===== src/rtl/pic_fetch_unit.sv =====
// pic_fetch_unit: instruction-fetch front end for the 14-bit PIC-style core.
// Owns the program counter and the circular return stack. GOTO, CALL,
// RETURN and RETLW are resolved from the combinational ROM word in the
// same cycle, so redirects cost no bubble.
//
// Execute-stage interaction:
//   stall_in = 1 : every register in this unit holds; skip_in is ignored.
//   skip_in  = 1 : the word in ir_out is a taken skip. It only has effect
//                  while ir_valid = 1 and stall_in = 0. The word being
//                  fetched this cycle becomes a bubble and has no effect
//                  on the PC or the stack. The execute stage keeps skip_in
//                  asserted across any stall until it is consumed.
module pic_fetch_unit #(
   parameter int                  PC_WIDTH     = 11,
   parameter int                  STACK_DEPTH  = 8,
   parameter logic [PC_WIDTH-1:0] RESET_VECTOR = '0
) (
   input  logic                clk,
   input  logic                reset,
   output logic [PC_WIDTH-1:0] Rom_addr_out,
   input  logic [13:0]         Rom_data_in,
   input  logic                stall_in,
   input  logic                skip_in,
   output logic [13:0]         ir_out,
   output logic                ir_valid,
   output logic [PC_WIDTH-1:0] ir_pc,
   output logic                stack_overflow,
   output logic                stack_underflow
);

   localparam int SP_W    = $clog2(STACK_DEPTH);
   localparam int DEPTH_W = $clog2(STACK_DEPTH + 1);
   localparam logic [DEPTH_W-1:0] DEPTH_MAX = DEPTH_W'(STACK_DEPTH);

   // Architectural state
   logic [PC_WIDTH-1:0] pc;
   logic [PC_WIDTH-1:0] stack_mem [STACK_DEPTH];
   logic [SP_W-1:0]     sp;
   logic [DEPTH_W-1:0]  depth;

   // Decode of the word currently presented by the ROM
   logic                is_goto;
   logic                is_call;
   logic                is_return;
   logic                is_retlw;
   logic [PC_WIDTH-1:0] target;

   // Control for this cycle
   logic                advance;
   logic                skip_now;
   logic                do_push;
   logic                do_pop;
   logic [PC_WIDTH-1:0] pc_inc;
   logic [SP_W-1:0]     pop_idx;
   logic [PC_WIDTH-1:0] pop_data;
   logic [PC_WIDTH-1:0] next_pc;
   logic                stack_full;
   logic                stack_empty;

   assign Rom_addr_out = pc;

   // Opcode classification and branch target from the fetched word
   always_comb begin
      is_goto   = (Rom_data_in[13:11] == 3'b101);
      is_call   = (Rom_data_in[13:11] == 3'b100);
      is_return = (Rom_data_in == 14'h0008);
      is_retlw  = (Rom_data_in[13:10] == 4'b1101);
      target    = Rom_data_in[PC_WIDTH-1:0];
   end

   // Cycle qualification: whether the fetched word takes effect, and stack ops
   always_comb begin
      advance     = !stall_in;
      skip_now    = skip_in && ir_valid;
      do_push     = !reset && advance && !skip_now && is_call;
      do_pop      = !reset && advance && !skip_now && (is_return || is_retlw);
      pc_inc      = pc + 1'b1;
      pop_idx     = sp - 1'b1;
      pop_data    = stack_mem[pop_idx];
      stack_full  = (depth == DEPTH_MAX);
      stack_empty = (depth == '0);
   end

   // Next-PC selection; the skip path always falls through to PC+1
   always_comb begin
      next_pc = pc_inc;
      if (!skip_now) begin
         if (is_goto || is_call) begin
            next_pc = target;
         end else if (is_return || is_retlw) begin
            next_pc = pop_data;
         end
      end
   end

   // PC and instruction register, frozen by stall
   always_ff @(posedge clk) begin
      if (reset) begin
         pc       <= RESET_VECTOR;
         ir_out   <= 14'h0000;
         ir_valid <= 1'b0;
         ir_pc    <= '0;
      end else if (advance) begin
         pc    <= next_pc;
         ir_pc <= pc;
         if (skip_now) begin
            ir_out   <= 14'h0000;
            ir_valid <= 1'b0;
         end else begin
            ir_out   <= Rom_data_in;
            ir_valid <= 1'b1;
         end
      end
   end

   // Stack pointer, depth counter and sticky error flags
   always_ff @(posedge clk) begin
      if (reset) begin
         sp              <= '0;
         depth           <= '0;
         stack_overflow  <= 1'b0;
         stack_underflow <= 1'b0;
      end else if (do_push) begin
         sp <= sp + 1'b1;
         if (stack_full) begin
            stack_overflow <= 1'b1;
         end else begin
            depth <= depth + 1'b1;
         end
      end else if (do_pop) begin
         sp <= pop_idx;
         if (stack_empty) begin
            stack_underflow <= 1'b1;
         end else begin
            depth <= depth - 1'b1;
         end
      end
   end

   // Return-address storage; a push at full depth overwrites the oldest entry
   always_ff @(posedge clk) begin
      if (do_push) begin
         stack_mem[sp] <= pc_inc;
      end
   end

endmodule


===== config.mk =====
export PLATFORM = sky130hd
export DESIGN_NAME = pic_fetch_unit
export DESIGN_NICKNAME = d
export VERILOG_FILES = /design/src/rtl/pic_fetch_unit.sv
export SDC_FILE = /design/constraint.sdc
export NUM_CORES = 1
export LEC_CHECK = 0
export ABC_AREA = 1
export CORE_MARGIN = 2
export CORE_UTILIZATION = 35
export DETAILED_ROUTE_END_ITERATION = 10
export GPL_TIMING_DRIVEN = 0
export PLACE_DENSITY = 0.55
export SETUP_SLACK_MARGIN = 0.1
export SLEW_MARGIN = 20
export SYNTH_ARGS = -nofsm -noshare
export SYNTH_HDL_FRONTEND = slang
export SYNTH_SLANG_ARGS = --single-unit

===== constraint.sdc =====
create_clock -name clk -period 4.7 [get_ports clk]
set_input_delay 0.94 -clock clk [delete_from_list [all_inputs] [get_ports clk]]
set_output_delay 0.94 -clock clk [all_outputs]
set_load 0.02 [all_outputs]

After elaboration in Yosys (flattened, before gate mapping)
Memory sizes are Yosys's and may differ from the RTL's.
Cells that the tools add are included.
- flip-flop bits (word level): 46
- bits in writable memories: 88
- input bits: 18
- output and inout bits: 39
- memories: 1
- $add $sub $neg: 5
- eq/ne operators: 7
- multiplexer cells: 13
- bitwise logic cells: 1
- reductions and logical operators: 15
- memories (memory ; words ; width ; rd ports ; clocked after memory_dff ; write ports ; line ; source):
    stack_mem ; 8 ; 11 ; 1 ; 0 ; 1 ; 37 ; logic [PC_WIDTH-1:0] stack_mem [STACK_DEPTH];
- operators with widths (cell ; count):
    $mux 11 ; 3
    $mux 4 ; 4
    $eq 14x4->1 const B ; 1
    $mux 14 ; 1
    $add 11x1->11 const B ; 1
    $eq 4x4->1 const B ; 2
    $eq 3x3->1 const B ; 2
    $mux 3 ; 2
    $reduce_and 3->1 ; 2
    $logic_and 1x1->1 ; 5
    $add 4x1->4 const B ; 1
    $logic_not 4->1 ; 1
    $ne 2x2->1 const B ; 2
    $sub 4x1->4 const B ; 1
    $add 3x1->3 const B ; 1
    $logic_not 1->1 ; 3
    $mux 1 ; 3
    $sub 3x1->3 const B ; 1
    $logic_or 1x1->1 ; 2
    $reduce_and 2->1 ; 1
    $reduce_bool 2->1 ; 1
    $not 1->1 ; 1

Depth between registers and ports, before layout
Gate-level depths: netlist of run 1.
- depth in word-level cells: 6
- gate-level depth with buffers: 13
- depth with buffers taken out: 13

Worst setup path after synthesis of run 1
No wires, ideal clock.
- path kind: in2reg
- start: input Rom_data_in[12]
- end: memory stack_mem[0][0] (enable)
- arrival time: 2.329 ns
- required time: 4.307 ns
- path slack: 1.978 ns
- stages on the path: 7
- buffers on the path: 0
- cells stage by stage: inv_1 > nand2_4 > nor2_4 > nand2_8 > inv_4 > nand2_1 > nor3_1
- word-level cells in the longest chain between the ends: 4
- RTL lines (item ; line ; source):
    start: declaration ; 21 ; input logic [13:0] Rom_data_in,
    $eq 3x3->1 ; 65 ; is_call = (Rom_data_in[13:11] == 3'b100);
    $logic_and 1x1->1 ; 75 ; do_push = !reset && advance && !skip_now && is_call;
    $mux 1 ; 142 ; if (do_push) begin
    $mux 1 (not written as such) ; 143 ; stack_mem[sp] <= pc_inc;
    end: declaration ; 37 ;
No other way between the ends.

Final worst setup path of run 1
- start: register sp[0]
- end: register pc[0], in the netlist Rom_addr_out[0]
- word-level cells in the longest chain between the ends: 5
- RTL lines (item ; line ; source):
    start: declaration ; 38 ; logic [SP_W-1:0] sp;
    start signal: assignment ; 124 ; sp <= sp + 1'b1;
    start signal: assignment ; 131 ; sp <= pop_idx;
    $sub 3x1->3 ; 78 ; pop_idx = sp - 1'b1;
    $mem_v2 8x11 ; n/a ;
    $mux 11 ; 90 ; end else if (is_return || is_retlw) begin
    $mux 11 ; 88 ; if (is_goto || is_call) begin
    $mux 11 ; 87 ; if (!skip_now) begin
    end signal: assignment ; 104 ; pc <= next_pc;
    end: declaration ; 36 ; logic [PC_WIDTH-1:0] pc;
No other way between the ends.
A chain may end at the register's enable or synchronous reset.

==> results.py, run 1 <==
metrics = {
    "status": {
        "status": "finished clean",
    },
    "placement": {
        "dp_slack_ns": 1.37,
        "place_hpwl_mm": 11.5,
        "dp_cells": 901,
        "gp_congestion": 0.842,
        "io_buffers": 56,
    },
    "logic_synthesis": {
        "mappedNetlistArea_sq_um": 5930,
        "synth-simple-area-share_pct": 22.0,
        "synth.avg_cell_area_sq_um": 9.61,
        "synthAdderAreaFrac_pct": 1.05,
        "synth_compound_area_share_pct": 9.28,
        "ys_seq_elements": 134,
        "syn-num-nets": 640,
        "synth_cell_types": 37,
        "synthXorXnorAreaFrac_pct": 1.94,
        "postSynthCellCount": 617,
        "yosysSeqAreaShare_pct": 60.1,
        "synth_mux_area_share_pct": 0,
        "synth_top_family_by_area": "simple AND/OR/NAND/NOR gates",
        "yosys_warnings": 0,
    },
    "pwr": {
        "internal_power_w": 0.00226,
        "p_total_w": 0.00294,
        "irDropWorstVdd_mv": 0.192,
        "p_comb_share_pct": 9.2,
        "leakage_nw": 2.82,
        "power_density_nw_per_um2": 392,
        "seqPwrFrac_pct": 44.7,
        "p_clk_share_pct": 46.1,
        "sw_frac_of_total_pct": 23.0,
        "power_switching_w": 0.000674,
    },
    "critical_path": {
        "cp.required_ns": 5.00,
        "critPathKind": "reg2reg",
        "worstPathMaxFanout": 10,
        "end_kind": "register",
        "cp-start-kind": "register",
        "arrival_ns": 3.27,
    },
    "detailed_routing": {
        "routedWlPerCell_um": 17.4,
        "wl_mm": 16.3,
        "antenna_left": 0,
        "drcViolationCount": 0,
        "drtPass1Iterations": 7,
        "dr_total_vias": 4688,
        "drt-vias-per-instance": 5.02,
        "drtIter0Drc": 326,
    },
    "global_routing": {
        "grt_overflow": 0,
        "grt_pass1_wl_mm": 26.0,
        "grt_max_degree": 17,
        "grt_pass1_vias": 4684,
        "antenna_found_initial": 0,
        "grt_util_all_layers_pct": 19.1,
    },
    "die": {
        "ios": 57,
        "die_w_um": 134,
        "rows": 47,
        "dieArea_sq_um": 18000,
        "start_util_pct": 35.8,
        "core_sq_um": 16600,
        "dieHeight_um": 134,
    },
    "hold_path": {
        "min_path_type": "reg2reg",
    },
    "clock_network": {
        "numCtsBuffers": 17,
        "cts_resized": 0,
        "clk_pin_slew_worst_paths_ns": 0.05,
        "clk_latency_ns": 0.42,
        "tritoncts": "done",
        "clock-sinks": 134,
        "htreeDepth": 4,
        "post_cts_buffers": 0,
        "postCtsHoldBufs": 0,
        "clockBufferDepth": 2,
        "cts_root_buffer": "clkbuf_16",
    },
    "sta": {
        "fmax_mhz": 337,
        "period_needed_ns": 2.97,
        "worstMarginPinSlew_ns": 0.936,
        "setup_slack_ns": 1.73,
        "hold_viol_final": 0,
        "drv_slew": 0,
        "relSlewSlack_pct": 37.1,
        "setup_viol": 0,
        "finalSetupTns_ns": 0,
        "rsz0062_at_grt": "no",
        "fin_crit_sh_pct": 63.2,
        "finClkSkew_ns": 0.0111,
    },
    "final_layout": {
        "num_antenna_cells": 0,
        "area_growth_pct": 26.3,
        "final_cell_mix": "nand2_1, edfxtp_1, nand3_1",
        "drive_above_1_share_pct": 11.8,
        "nets": 723,
        "final_cell_count_no_fill": 933,
        "post-route-util_pct": 45.2,
        "layout_commonest_cell": "nand2_1",
    },
    "job": {
        "maxCapViolations": 0,
    },
}
[synth_stat cells (all sizes together)]
cell type  count  area, sq um
o21a           1         7.51
inv           45          176
nor2          74          298
xor2           4         35.0
dfxtp         46          921
nor3           8         40.0
xnor2          7         80.1
nand3         72          365
or2            2         12.5
nand4          6         37.5
edfxtp        88         2640
ha             5         62.6
nand2        120          519
nand3b         3         22.5
nor4           2         12.5
clkbuf        15         56.3
o211ai         1         7.51
o21bai         2         15.0
a32o           1         10.0
o22ai          1         6.26
a21oi         28          144
o21ai         72          360
buf           14         98.8
[layer usage]
metal	GRT usage [%]	routed length [um]	share of wire, %
met5	0	0	0
met4	4.97	151	0.93
met3	5.18	884	5.4
met2	31.3	7780	48
met1	25.1	7450	46
[cell families after synthesis]
group           Yosys count
xor+xnor                 11
compound gates          106
simple gates            287
buf+inv                  74
flops                   134
fa+ha+maj                 5
[final timing paths]
check	cells after the start	from	slack (ns)	to
setup / recovery	12	sp[0]$_SDFFE_PP0P_	1.73	Rom_addr_out[0]$_SDFFE_PP0N_
hold / removal	2	stack_overflow$_SDFFE_PP0P_	0.45	stack_overflow$_SDFFE_PP0P_
hold reg to reg	2	stack_overflow$_SDFFE_PP0P_	0.45	stack_overflow$_SDFFE_PP0P_
setup reg to reg	12	sp[0]$_SDFFE_PP0P_	1.73	Rom_addr_out[0]$_SDFFE_PP0N_
[power by group through the flow]
stage | sequential (W) | combinational [W] | clock, W
2_1_floorplan | 0.00136 | 0.000124 | 0
3_3_place_gp | 0.00134 | 0.000265 | 0
3_5_place_dp | 0.00134 | 0.000268 | 0
4_1_cts | 0.00131 | 0.000270 | 0.00137
5_1_grt | 0.00132 | 0.000294 | 0.00142
6_report | 0.00131 | 0.000270 | 0.00136
[sequential cells by signal (all words and copies together), names as in the netlist]
register	flops
Rom_addr_out	11
depth	4
ir_out	14
ir_pc	11
ir_valid	1
sp	3
stack_mem	88
stack_overflow	1
stack_underflow	1
[final cells by class]
class	count	area (sq um)
fill	1566	9090
clock inverter	12	159
buffer	29	155
sequential	134	3560
multi-input combinational	409	2080
inverter	45	176
timing repair buffer	64	647
clock buffer	20	437
tap	220	275
[critical path, stage by stage (launching register included)]
cell      delay (ns)
dfxtp_1         0.37
inv_2           0.16
clkbuf_1        0.47
ha_1            0.46
inv_2           0.15
clkbuf_1        0.49
nand3_1         0.16
nand3_1         0.12
nand2_1         0.08
nand2_1         0.07
inv_1           0.04
o22ai_1         0.17
a21oi_1         0.09
[stage by stage]
stage	cell area [sq um]	hold slack (ns)
after CTS	7490	0.453
after global placement	6770	0.442
after detailed placement	6890	0.444
final	7490	0.449
after global routing	7490	0.503
after floorplan	5930	0.475
Note: power is estimated with default switching activity, not from simulation.
==> inputs of run 2 (changes only) <==
==> constraint.sdc (replaced) <==
create_clock -name clk -period 2.75 [get_ports clk]
set_input_delay 0.55 -clock clk [delete_from_list [all_inputs] [get_ports clk]]
set_output_delay 0.55 -clock clk [all_outputs]
set_load 0.02 [all_outputs]
==> results.py, run 2 (synthesized netlist as in run 1, its figures left out) <==
metrics = {
    "detailed_routing": {
        "drt-vias-per-instance": 5.04,
        "drcViolationCount": 0,
        "drtIter0Drc": 343,
        "drtPass1Iterations": 5,
        "routedWlPerCell_um": 17.5,
        "dr_total_vias": 4703,
        "wl_mm": 16.3,
        "antenna_left": 0,
    },
    "clock_network": {
        "post_cts_buffers": 0,
        "clock-sinks": 134,
        "tritoncts": "done",
        "cts_root_buffer": "clkbuf_16",
        "clockBufferDepth": 2,
        "postCtsHoldBufs": 0,
        "htreeDepth": 4,
        "numCtsBuffers": 17,
        "clk_pin_slew_worst_paths_ns": 0.05,
        "clk_latency_ns": 0.42,
    },
    "final_layout": {
        "final_cell_mix": "nand2_1, edfxtp_1, nand3_1",
        "drive_above_1_share_pct": 12.3,
        "largest_register_ffs": 88,
        "nets": 723,
        "area_growth_pct": 26.6,
        "max_flop_register": "stack_mem",
        "layout_commonest_cell": "nand2_1",
        "biggestRegsByFlops": "stack_mem x88, ir_out x14",
        "num_antenna_cells": 0,
        "final_cell_count_no_fill": 933,
    },
    "critical_path": {
        "arrival_ns": 2.61,
        "cp.required_ns": 2.88,
        "critPathKind": "in2reg",
        "worstPathMaxFanout": 10,
        "rr_startpoint": "sp[0]$_SDFFE_PP0P_",
        "crit_chain": "clkdlybuf4s50_1, nor2_4, nand2_4, inv_4, nand2_8, inv_4, nand2_1, nor3_2, buf_6",
        "max_stage_delay_ns": 0.57,
        "critPathLaunch": "reset",
        "cp_slowest_cell": "clkdlybuf4s50_1",
        "path_buf_inv": 4,
        "crit_family": "simple AND/OR/NAND/NOR gates",
        "cp-start-kind": "input pin",
        "end_kind": "register",
        "timing.critical_path.mode_cell": "inv_4",
    },
    "sta": {
        "setup_slack_ns": 0.266,
        "hold_viol_final": 0,
        "fmax_mhz": 403,
        "setup_viol": 0,
        "holdWs_ns": 0.449,
        "period_needed_ns": 2.48,
        "finalSetupTns_ns": 0,
        "worstMarginPinSlew_ns": 0.938,
        "rsz0062_at_grt": "no",
        "finClkSkew_ns": 0.00906,
        "fin_crit_sh_pct": 90.3,
        "drv_slew": 0,
        "relSlewSlack_pct": 37.0,
    },
    "die": {
        "ios": 57,
        "core_sq_um": 16600,
        "rows": 47,
        "dieHeight_um": 134,
        "start_util_pct": 35.8,
        "dieArea_sq_um": 18000,
        "die_w_um": 134,
    },
    "global_routing": {
        "antenna_found_initial": 0,
        "grt_pass1_vias": 4693,
        "grt_util_all_layers_pct": 19.1,
        "grt_pass1_wl_mm": 26.0,
        "grt_overflow": 0,
        "grt_max_degree": 17,
    },
    "pwr": {
        "p_comb_share_pct": 9.3,
        "seqPwrFrac_pct": 44.6,
        "internal_power_w": 0.00387,
        "irDropWorstVdd_mv": 0.327,
        "p_clk_share_pct": 46.1,
        "power_density_nw_per_um2": 670,
        "power_switching_w": 0.00116,
        "p_total_w": 0.00503,
        "sw_frac_of_total_pct": 23.0,
        "leakage_nw": 2.83,
    },
    "placement": {
        "gp_congestion": 0.842,
        "place_hpwl_mm": 11.5,
        "dp_cells": 901,
        "dp_slack_ns": -0.186,
        "io_buffers": 56,
    },
    "hold_path": {
        "min_path_type": "reg2reg",
        "hp-start": "stack_overflow$_SDFFE_PP0P_",
    },
    "job": {
        "maxCapViolations": 0,
    },
    "status": {
        "status": "finished clean",
    },
}
## run 2: cell count changes in the layout (fill, tap and decap cells not counted), sizes merged
cell and delta:
buf -1, clkbuf +1
## run 2: area by class of cell
type,count,area [sq um]
Fill cell,1561,9080
Sequential cell,134,3560
Multi-Input combinational cell,409,2090
Timing Repair Buffer,64,647
Clock buffer,20,437
Tap cell,220,275
Inverter,45,176
Buffer,29,161
Clock inverter,12,159
## run 2: final timing paths
check                            endpoint  slack (ns)  cells past startpoint
max             stack_mem[1][8]$_DFFE_PP_        0.27                      9
min           stack_overflow$_SDFFE_PP0P_        0.45                      2
max reg2reg  Rom_addr_out[0]$_SDFFE_PP0N_        0.35                     12
min reg2reg   stack_overflow$_SDFFE_PP0P_        0.45                      2
## run 2: repair_timing
item                                    4_1_cts  5_1_grt
pin swaps                                     0        0
endpoints found under the setup margin        7        9
gates resized for setup                       3        3
## run 2: per-stage QoR
stage | util (%) | area, sq um
after global routing | 45.3 | 7510
after detailed placement | 41.6 | 6890
final | 45.3 | 7510
after global placement | 40.8 | 6770
after CTS | 45.2 | 7490
after floorplan | - | 5930
## run 2: worst reg2reg max path, stage by stage, from the launching register on
cell	delay, ns
dfxtp_1	0.46
inv_2	0.13
clkbuf_2	0.27
ha_4	0.35
inv_2	0.10
clkbuf_2	0.28
nand3_1	0.13
nand3_1	0.10
nand2_1	0.08
nand2_1	0.07
inv_1	0.04
o22ai_1	0.17
a21oi_1	0.09
## run 2: routing by layer
metal	up-vias	global-route usage, %	share of wire [%]	wire length, um
met5	-	0	0	0
met3	20	5.37	5.3	869
met2	168	31.1	48	7810
met4	0	5.09	1.1	180
li1	2276	-	-	-
met1	2239	25.1	46	7450
## run 2: power by group through the flow
stage          Combinational (W)  Sequential (W)  Clock, W
3_3_place_gp            0.000453         0.00228         0
5_1_grt                 0.000506         0.00225   0.00243
2_1_floorplan           0.000211         0.00232         0
4_1_cts                 0.000462         0.00224   0.00234
3_5_place_dp            0.000458         0.00228         0
6_report                0.000466         0.00224   0.00232
